--- config.mk ---
export PLATFORM = sky130hd
export DESIGN_NAME = mm_loop_addr_seq_flat
export DESIGN_NICKNAME = d
export VERILOG_FILES = /design/src/rtl/mm_loop_addr_seq_pkg.sv /design/src/rtl/mm_loop_addr_seq_if.sv /design/src/rtl/mm_loop_addr_seq_counter.sv /design/src/rtl/mm_loop_addr_seq.sv /design/src/flat_wrapper.sv
export SDC_FILE = /design/constraint.sdc
export NUM_CORES = 1
export LEC_CHECK = 0
export BUFFER_PORTS_ARGS = -buffer_cell sky130_fd_sc_hd__buf_2
export CAP_MARGIN = 5
export CORE_ASPECT_RATIO = 1.4
export CORE_UTILIZATION = 61
export CTS_BUF_LIST = sky130_fd_sc_hd__clkbuf_8
export CTS_CLUSTER_DIAMETER = 30
export CTS_CLUSTER_SIZE = 14
export DETAILED_ROUTE_END_ITERATION = 8
export PLACE_DENSITY = 0.91
export SYNTH_ARGS = -nofsm -noshare
export SYNTH_HDL_FRONTEND = slang
export SYNTH_SLANG_ARGS = --single-unit
--- constraint.sdc ---
create_clock -name clock -period 4.84 [get_ports clock]
set_input_delay 1.21 -clock clock [delete_from_list [all_inputs] [get_ports clock]]
set_output_delay 1.21 -clock clock [all_outputs]
set_load 0.01 [all_outputs]
--- src/rtl/mm_loop_addr_seq_pkg.sv ---
// Shared types and default sizing for the matrix-multiply loop/address sequencer.
package mm_pkg;
  localparam int ADDR_W_DEF    = 8;
  localparam int DIM_W_DEF     = 8;
  localparam int NUM_CORES_DEF = 4;
  localparam int CW_DEF        = $clog2(NUM_CORES_DEF) + 1;

  typedef enum logic [1:0] {IDLE, RUN, DONE} state_t;

  typedef struct packed {
    logic [DIM_W_DEF-1:0]  dim_i;
    logic [DIM_W_DEF-1:0]  dim_k;
    logic [DIM_W_DEF-1:0]  dim_j;
    logic [ADDR_W_DEF-1:0] base_a;
    logic [ADDR_W_DEF-1:0] base_b;
    logic [ADDR_W_DEF-1:0] base_d;
    logic [CW_DEF-1:0]     core_id;
    logic [CW_DEF-1:0]     num_cores;
  } cfg_t;
endpackage

--- src/rtl/mm_loop_addr_seq_if.sv ---
// Control-unit <-> sequencer bundle: start/config in, address tuples out under valid/ready.
interface mm_loop_addr_seq_if #(
  parameter int ADDR_W    = 8,
  parameter int DIM_W     = 8,
  parameter int NUM_CORES = 4
);
  localparam int CW = $clog2(NUM_CORES) + 1;

  logic              start;
  logic [DIM_W-1:0]  dim_i, dim_k, dim_j;
  logic [ADDR_W-1:0] base_a, base_b, base_d;
  logic [CW-1:0]     core_id, num_cores;
  logic              addr_valid, addr_ready;
  logic [ADDR_W-1:0] addr_a, addr_b, addr_d;
  logic              first_k, last_k, busy, done;

  modport master (
    output start, dim_i, dim_k, dim_j, base_a, base_b, base_d, core_id, num_cores, addr_ready,
    input  addr_valid, addr_a, addr_b, addr_d, first_k, last_k, busy, done
  );

  modport slave (
    input  start, dim_i, dim_k, dim_j, base_a, base_b, base_d, core_id, num_cores, addr_ready,
    output addr_valid, addr_a, addr_b, addr_d, first_k, last_k, busy, done
  );
endinterface

--- src/rtl/mm_loop_addr_seq_counter.sv ---
// Loadable loop counter; o_wrap flags that the next step would reach the limit.
module mm_loop_counter #(
  parameter int W = 8
) (
  input  logic         clk,
  input  logic         rst,
  input  logic         i_load,
  input  logic [W-1:0] i_load_val,
  input  logic         i_inc,
  input  logic [W-1:0] i_step,
  input  logic [W-1:0] i_limit,
  output logic [W-1:0] o_cnt,
  output logic         o_wrap
);
  logic [W-1:0] r_cnt;
  logic [W:0]   w_sum;

  // One extra bit so cnt+step never aliases back below the limit.
  assign w_sum  = {1'b0, r_cnt} + {1'b0, i_step};
  assign o_wrap = (w_sum >= {1'b0, i_limit});
  assign o_cnt  = r_cnt;

  always_ff @(posedge clk) begin
    if (rst)         r_cnt <= '0;
    else if (i_load) r_cnt <= i_load_val;
    else if (i_inc)  r_cnt <= o_wrap ? '0 : w_sum[W-1:0];
  end
endmodule

--- src/rtl/mm_loop_addr_seq.sv ---
// i/j/k loop nest for D = A x B on one core; emits A/B/D address tuples incrementally.
module mm_loop_addr_seq
  import mm_pkg::*;
#(
  parameter int ADDR_W    = ADDR_W_DEF,
  parameter int DIM_W     = DIM_W_DEF,
  parameter int NUM_CORES = NUM_CORES_DEF
) (
  input logic               clock,
  input logic               RST,
  mm_loop_addr_seq_if.slave bus
);
  localparam int CW = $clog2(NUM_CORES) + 1;

  state_t            r_state, w_state_nxt;
  cfg_t              r_cfg;
  logic [CW-1:0]     w_core_id, w_ncores;
  logic [DIM_W-1:0]  w_i, w_j, w_k;
  logic              w_i_wrap, w_j_wrap, w_k_wrap;
  logic              w_start, w_empty, w_load, w_acc, w_last;
  logic [ADDR_W-1:0] r_a_ptr, r_b_ptr, r_d_ptr, r_row_a, r_row_d, r_stride_a, r_stride_d;
  logic [ADDR_W-1:0] w_ofs_a, w_ofs_d;
  logic              w_unused;

  assign w_core_id = bus.core_id;
  assign w_ncores  = bus.num_cores;
  assign w_start   = (r_state == IDLE) && bus.start;
  assign w_empty   = (bus.dim_i == '0) || (bus.dim_k == '0) || (bus.dim_j == '0) ||
                     (w_ncores == '0) || (DIM_W'(w_core_id) >= bus.dim_i);
  assign w_load    = w_start && !w_empty;
  assign w_acc     = (r_state == RUN) && bus.addr_ready;
  assign w_last    = w_k_wrap && w_j_wrap && w_i_wrap;

  // Start-time offsets only; the stepping path below is add-only.
  assign w_ofs_a = ADDR_W'(w_core_id) * ADDR_W'(bus.dim_k);
  assign w_ofs_d = ADDR_W'(w_core_id) * ADDR_W'(bus.dim_j);

  mm_loop_counter #(.W(DIM_W)) u_cnt_k (
    .clk(clock), .rst(RST), .i_load(w_start), .i_load_val('0),
    .i_inc(w_acc), .i_step(DIM_W'(1)), .i_limit(r_cfg.dim_k),
    .o_cnt(w_k), .o_wrap(w_k_wrap)
  );

  mm_loop_counter #(.W(DIM_W)) u_cnt_j (
    .clk(clock), .rst(RST), .i_load(w_start), .i_load_val('0),
    .i_inc(w_acc && w_k_wrap), .i_step(DIM_W'(1)), .i_limit(r_cfg.dim_j),
    .o_cnt(w_j), .o_wrap(w_j_wrap)
  );

  mm_loop_counter #(.W(DIM_W)) u_cnt_i (
    .clk(clock), .rst(RST), .i_load(w_start), .i_load_val(DIM_W'(w_core_id)),
    .i_inc(w_acc && w_k_wrap && w_j_wrap), .i_step(DIM_W'(r_cfg.num_cores)),
    .i_limit(r_cfg.dim_i), .o_cnt(w_i), .o_wrap(w_i_wrap)
  );

  always_ff @(posedge clock) begin
    if (RST) r_state <= IDLE;
    else     r_state <= w_state_nxt;
  end

  always_comb begin
    w_state_nxt    = r_state;
    bus.addr_valid = 1'b0;
    bus.busy       = 1'b1;
    bus.done       = 1'b0;
    case (r_state)
      IDLE: begin
        bus.busy = 1'b0;
        if (bus.start) w_state_nxt = w_empty ? DONE : RUN;
      end
      RUN: begin
        bus.addr_valid = 1'b1;
        if (w_acc && w_last) w_state_nxt = DONE;
      end
      DONE: begin
        bus.done    = 1'b1;
        w_state_nxt = IDLE;
      end
      default: w_state_nxt = IDLE;
    endcase
  end

  always_ff @(posedge clock) begin
    if (RST) begin
      r_cfg      <= '0;
      r_a_ptr    <= '0;
      r_b_ptr    <= '0;
      r_d_ptr    <= '0;
      r_row_a    <= '0;
      r_row_d    <= '0;
      r_stride_a <= '0;
      r_stride_d <= '0;
    end else begin
      if (w_start)
        r_cfg <= '{dim_i: bus.dim_i, dim_k: bus.dim_k, dim_j: bus.dim_j,
                   base_a: bus.base_a, base_b: bus.base_b, base_d: bus.base_d,
                   core_id: bus.core_id, num_cores: bus.num_cores};
      if (w_load) begin
        r_stride_a <= ADDR_W'(w_ncores) * ADDR_W'(bus.dim_k);
        r_stride_d <= ADDR_W'(w_ncores) * ADDR_W'(bus.dim_j);
        r_row_a    <= bus.base_a + w_ofs_a;
        r_a_ptr    <= bus.base_a + w_ofs_a;
        r_b_ptr    <= bus.base_b;
        r_row_d    <= bus.base_d + w_ofs_d;
        r_d_ptr    <= bus.base_d + w_ofs_d;
      end else if (w_acc) begin
        if (!w_k_wrap) begin
          r_a_ptr <= r_a_ptr + ADDR_W'(1);
          r_b_ptr <= r_b_ptr + ADDR_W'(r_cfg.dim_j);
        end else if (!w_j_wrap) begin
          r_a_ptr <= r_row_a;
          r_b_ptr <= r_cfg.base_b + ADDR_W'(w_j) + ADDR_W'(1);
          r_d_ptr <= r_d_ptr + ADDR_W'(1);
        end else if (!w_i_wrap) begin
          r_row_a <= r_row_a + r_stride_a;
          r_a_ptr <= r_row_a + r_stride_a;
          r_b_ptr <= r_cfg.base_b;
          r_row_d <= r_row_d + r_stride_d;
          r_d_ptr <= r_row_d + r_stride_d;
        end
      end
    end
  end

  assign bus.addr_a  = r_a_ptr;
  assign bus.addr_b  = r_b_ptr;
  assign bus.addr_d  = r_d_ptr;
  assign bus.first_k = (r_state == RUN) && (w_k == '0);
  assign bus.last_k  = (r_state == RUN) && w_k_wrap;

  // i itself and some latched fields are never read back; kept for observability.
  assign w_unused = &{1'b0, w_i, r_cfg.base_a, r_cfg.base_d, r_cfg.core_id};
endmodule

--- src/flat_wrapper.sv ---
// flat-port wrapper written by rule: the top's interface ports become plain ports
module mm_loop_addr_seq_flat import mm_pkg::*;
#(
  parameter int ADDR_W    = ADDR_W_DEF,
  parameter int DIM_W     = DIM_W_DEF,
  parameter int NUM_CORES = NUM_CORES_DEF
)
  (clock, RST, bus_start, bus_dim_i, bus_dim_k, bus_dim_j, bus_base_a, bus_base_b, bus_base_d, bus_core_id, bus_num_cores, bus_addr_ready, bus_addr_valid, bus_addr_a, bus_addr_b, bus_addr_d, bus_first_k, bus_last_k, bus_busy, bus_done);
  mm_loop_addr_seq_if #(.ADDR_W(ADDR_W), .DIM_W(DIM_W), .NUM_CORES(NUM_CORES)) bus_i ();
  input logic clock;
  input logic RST;
  input wire logic [$bits(bus_i.start)-1:0] bus_start;
  input wire logic [$bits(bus_i.dim_i)-1:0] bus_dim_i;
  input wire logic [$bits(bus_i.dim_k)-1:0] bus_dim_k;
  input wire logic [$bits(bus_i.dim_j)-1:0] bus_dim_j;
  input wire logic [$bits(bus_i.base_a)-1:0] bus_base_a;
  input wire logic [$bits(bus_i.base_b)-1:0] bus_base_b;
  input wire logic [$bits(bus_i.base_d)-1:0] bus_base_d;
  input wire logic [$bits(bus_i.core_id)-1:0] bus_core_id;
  input wire logic [$bits(bus_i.num_cores)-1:0] bus_num_cores;
  input wire logic [$bits(bus_i.addr_ready)-1:0] bus_addr_ready;
  output wire logic [$bits(bus_i.addr_valid)-1:0] bus_addr_valid;
  output wire logic [$bits(bus_i.addr_a)-1:0] bus_addr_a;
  output wire logic [$bits(bus_i.addr_b)-1:0] bus_addr_b;
  output wire logic [$bits(bus_i.addr_d)-1:0] bus_addr_d;
  output wire logic [$bits(bus_i.first_k)-1:0] bus_first_k;
  output wire logic [$bits(bus_i.last_k)-1:0] bus_last_k;
  output wire logic [$bits(bus_i.busy)-1:0] bus_busy;
  output wire logic [$bits(bus_i.done)-1:0] bus_done;
  assign bus_i.start = bus_start;
  assign bus_i.dim_i = bus_dim_i;
  assign bus_i.dim_k = bus_dim_k;
  assign bus_i.dim_j = bus_dim_j;
  assign bus_i.base_a = bus_base_a;
  assign bus_i.base_b = bus_base_b;
  assign bus_i.base_d = bus_base_d;
  assign bus_i.core_id = bus_core_id;
  assign bus_i.num_cores = bus_num_cores;
  assign bus_i.addr_ready = bus_addr_ready;
  assign bus_addr_valid = bus_i.addr_valid;
  assign bus_addr_a = bus_i.addr_a;
  assign bus_addr_b = bus_i.addr_b;
  assign bus_addr_d = bus_i.addr_d;
  assign bus_first_k = bus_i.first_k;
  assign bus_last_k = bus_i.last_k;
  assign bus_busy = bus_i.busy;
  assign bus_done = bus_i.done;
  mm_loop_addr_seq #(.ADDR_W(ADDR_W), .DIM_W(DIM_W), .NUM_CORES(NUM_CORES)) u_core (.clock(clock), .RST(RST), .bus(bus_i));
endmodule
==> flow_summary.toml <==
[sta]
tns_ns = 0
slew_headroom_pct = 49.5
final.setup.worst_slack_ns = 0.595
setup_violations = 0
final-hold-violation-count = 0
fin_crit_ns = 4.24
drv_slew = 0
fmax_ghz = 0.236
rsz0062_at_grt = "no"
fin_skew_ns = 0.0125
fin_crit_sh_pct = 87.7
worst_slew_pin_slew_ns = 0.754

[yosys]
synth-seq-cells = 117
netlist_instances = 1238
netlist_area_um2 = 9550
synth.area.top_cells = "dfxtp_1 (25%), ha_1 (12%), nand2_1 (8.7%)"
synth_nets = 1428
synth_seq_area_share_pct = 24.5
yosys_warnings = 0
synth_top_area_share_pct = 24.5
async_flop_share_pct = 0
syn_avg_cell_area_um2 = 7.71
synth_top_cell_by_area = "dfxtp_1"
synth_cell_types = 61
synth_edf_count = 0
yosys_most_used_dff = "dfxtp_1"

[floorplan]
io_pins = 87
start_util_pct = 62.9
die_h_um = 150
fp.coreArea_um2 = 15200
rows = 53
die_width_um = 108
die-area_um2 = 16200

[power_and_ir_drop]
p_switching_mw = 1.20
power_leakage_nw = 4.76
p_sw_share_pct = 37.5
p_seq_share_pct = 35.5
p_int_mw = 2.00
pwr-share-comb_pct = 35.5
power.total_mw = 3.20
clkPwrFrac_pct = 29.0
p_per_area_nw_per_um2 = 305
irDropWorstVdd_mv = 0.165

[finish]
ff_latch_area_um2 = 2340
fillers = 1148
num_antenna_cells = 0
final_common_cell = "nand2_1"
multi_input_area_um2 = 6580
fin_util_pct = 69.2
fin_cells = 1501
regMostFlops = "u_core.r_cfg"
largest_reg_flops = 35
layout_common_cells = "nand2_1 (222), a21oi_1 (125), dfxtp_1 (117), inv_1 (107), ha_1 (93)"
drive_above_1_share_pct = 11.3
area_growth_pct = 10.0
fin_nets = 1487

[cts]
ctsResizeCount = 0
path_clk_slew_ns = 0.08
cts_hold_buf = 0
cts_root_buf = "clkbuf_8"
cts.sinks = 117
post_cts.repair.setup_buffers = 0
clk_latency_ns = 0.46
cts_max_level = 4
cts_inserted_buffers = 17
clock_path_buffers = 2
tritoncts = "done"

[global_route]
grt_pass1_wl_um = 41200
overflow = 0
grt_max_degree = 68
grt_pass1_vias = 8991
grtUsageTotal_pct = 32.8
antenna_found_initial = 0

[placed_design]
gp_congestion = 0.950
place_ws_ns = 0.228
portBuffers = 86
dp.cells = 1470
place_hpwl_um = 18400

[setup_path]
required_ns = 3.63
worst-r2r-cell-count = 13
cp-start-kind = "register"
arrival_ns = 3.03
crit_fanout = 5
path_class = "reg2out"
rr_endpoint = "u_core.u_cnt_i.o_cnt[4]$_SDFFE_PP0P_"
timing.critical_path.from = "u_core.u_cnt_k.o_cnt[2]$_SDFFE_PP0P_"
worstSetupEndpoint = "bus_last_k"
timing.rr.start = "u_core.u_cnt_i.o_cnt[0]$_SDFFE_PP0P_"
end_kind = "primary output"
reg2reg_slack_ns = 0.69

[drt]
ant_nets = 0
wirelength_um = 25400
via_count = 9060
drtPass1Iterations = 5
wl_per_cell_um = 16.9
drt-initial-drc-count = 741
drc_errors = 0
via_per_inst = 6.04

[run_status]
status = "completed"

[run]
maxCapViolCount = 0

[hold_path]
worstHoldPathType = "reg2reg"
-- per-layer routing --
metal	vias to the layer above	routed length, um	track usage, %
met1	4212	9850	37.9
met2	451	12200	56.4
met3	117	2060	6.84
met4	0	1200	17.3
met5	-	0	0
li1	4280	-	-
-- how the worst min path moves through the flow --
stage / cells after the start / end / startpoint
2_1_floorplan: 2 / u_core.r_stride_a[4]$_SDFFE_PP0P_ / u_core.r_stride_a[4]$_SDFFE_PP0P_
3_3_place_gp: 2 / u_core.r_cfg[47]$_SDFFE_PP0P_ / u_core.r_cfg[47]$_SDFFE_PP0P_
3_5_place_dp: 2 / u_core.r_cfg[42]$_SDFFE_PP0P_ / u_core.r_cfg[42]$_SDFFE_PP0P_
4_1_cts: 2 / u_core.r_cfg[42]$_SDFFE_PP0P_ / u_core.r_cfg[42]$_SDFFE_PP0P_
5_1_grt: 2 / u_core.r_cfg[42]$_SDFFE_PP0P_ / u_core.r_cfg[42]$_SDFFE_PP0P_
6_report: 2 / u_core.r_cfg[42]$_SDFFE_PP0P_ / u_core.r_cfg[42]$_SDFFE_PP0P_
-- worst max-delay path, stage by stage, from the launching register on --
cell and delay, ns:
dfxtp_1 0.44, nand3_1 0.19, or2_2 0.38, nor2_1 0.15
xor2_1 0.19, ha_1 0.27, nand3_1 0.09, nor2_1 0.05
a211oi_1 0.29, nand3_1 0.19, and2_1 0.20, buf_2 0.14
-- cell type report --
class                   count  share of cell area (%)
clock buffers              20                    2.62
clock inverters            11                    1.19
inverters                 107                    3.82
multi-input cells         955                    62.6
flip-flops and latches    117                    22.3
well taps                 192                    2.29
repair buffers             99                    5.15
-- cell usage after synthesis (all sizes together) (2+ instances only) --
| master | n |
|---|---|
| o21bai | 8 |
| nand3 | 37 |
| a221oi | 2 |
| fa | 39 |
| nor3 | 18 |
| a211oi | 25 |
| and2 | 48 |
| nand2 | 222 |
| o21a | 4 |
| nand3b | 3 |
| nor2b | 5 |
| o2111ai | 2 |
| o211ai | 17 |
| o22ai | 2 |
| nand4 | 3 |
| nor4 | 9 |
| nand2b | 7 |
| a21o | 24 |
| nor3b | 2 |
| or2 | 3 |
| xnor2 | 64 |
| clkbuf | 47 |
| nor2 | 75 |
| ha | 93 |
| o31ai | 2 |
| and3 | 8 |
| dfxtp | 117 |
| o21ai | 25 |
| or3b | 2 |
| a21boi | 2 |
| inv | 107 |
| a311oi | 6 |
| or3 | 12 |
| xor2 | 30 |
| a32oi | 2 |
| a31oi | 13 |
| buf | 12 |
| mux2i | 2 |
| a21oi | 126 |
| and4 | 2 |
-- cells by family after synthesis --
| group | Yosys count | share of synthesized area (%) |
|---|---|---|
| simple gates | 459 | 22.1 |
| compound gates | 267 | 17.2 |
| buf+inv | 166 | 6.79 |
| fa+ha+maj | 132 | 20.4 |
| flops | 117 | 24.5 |
| xor+xnor | 94 | 8.62 |
| mux | 3 | 0.328 |
-- power by group through the flow --
stage	Combinational, mW	Sequential, mW	Clock [mW]
floorplan	0.798	1.15	0
global placement	1.06	1.15	0
detailed placement	1.11	1.15	0
CTS	1.12	1.13	0.925
global route	1.26	1.15	0.971
finish	1.14	1.14	0.928
-- per-stage QoR --
step | area (um^2) | hold WS [ns]
after floorplan | 9550 | 0.436
after global placement | 10100 | 0.443
after detailed placement | 10100 | 0.447
after CTS | 10500 | 0.457
after global routing | 10500 | 0.474
final | 10500 | 0.458
Power figures use the tool's default switching activity.
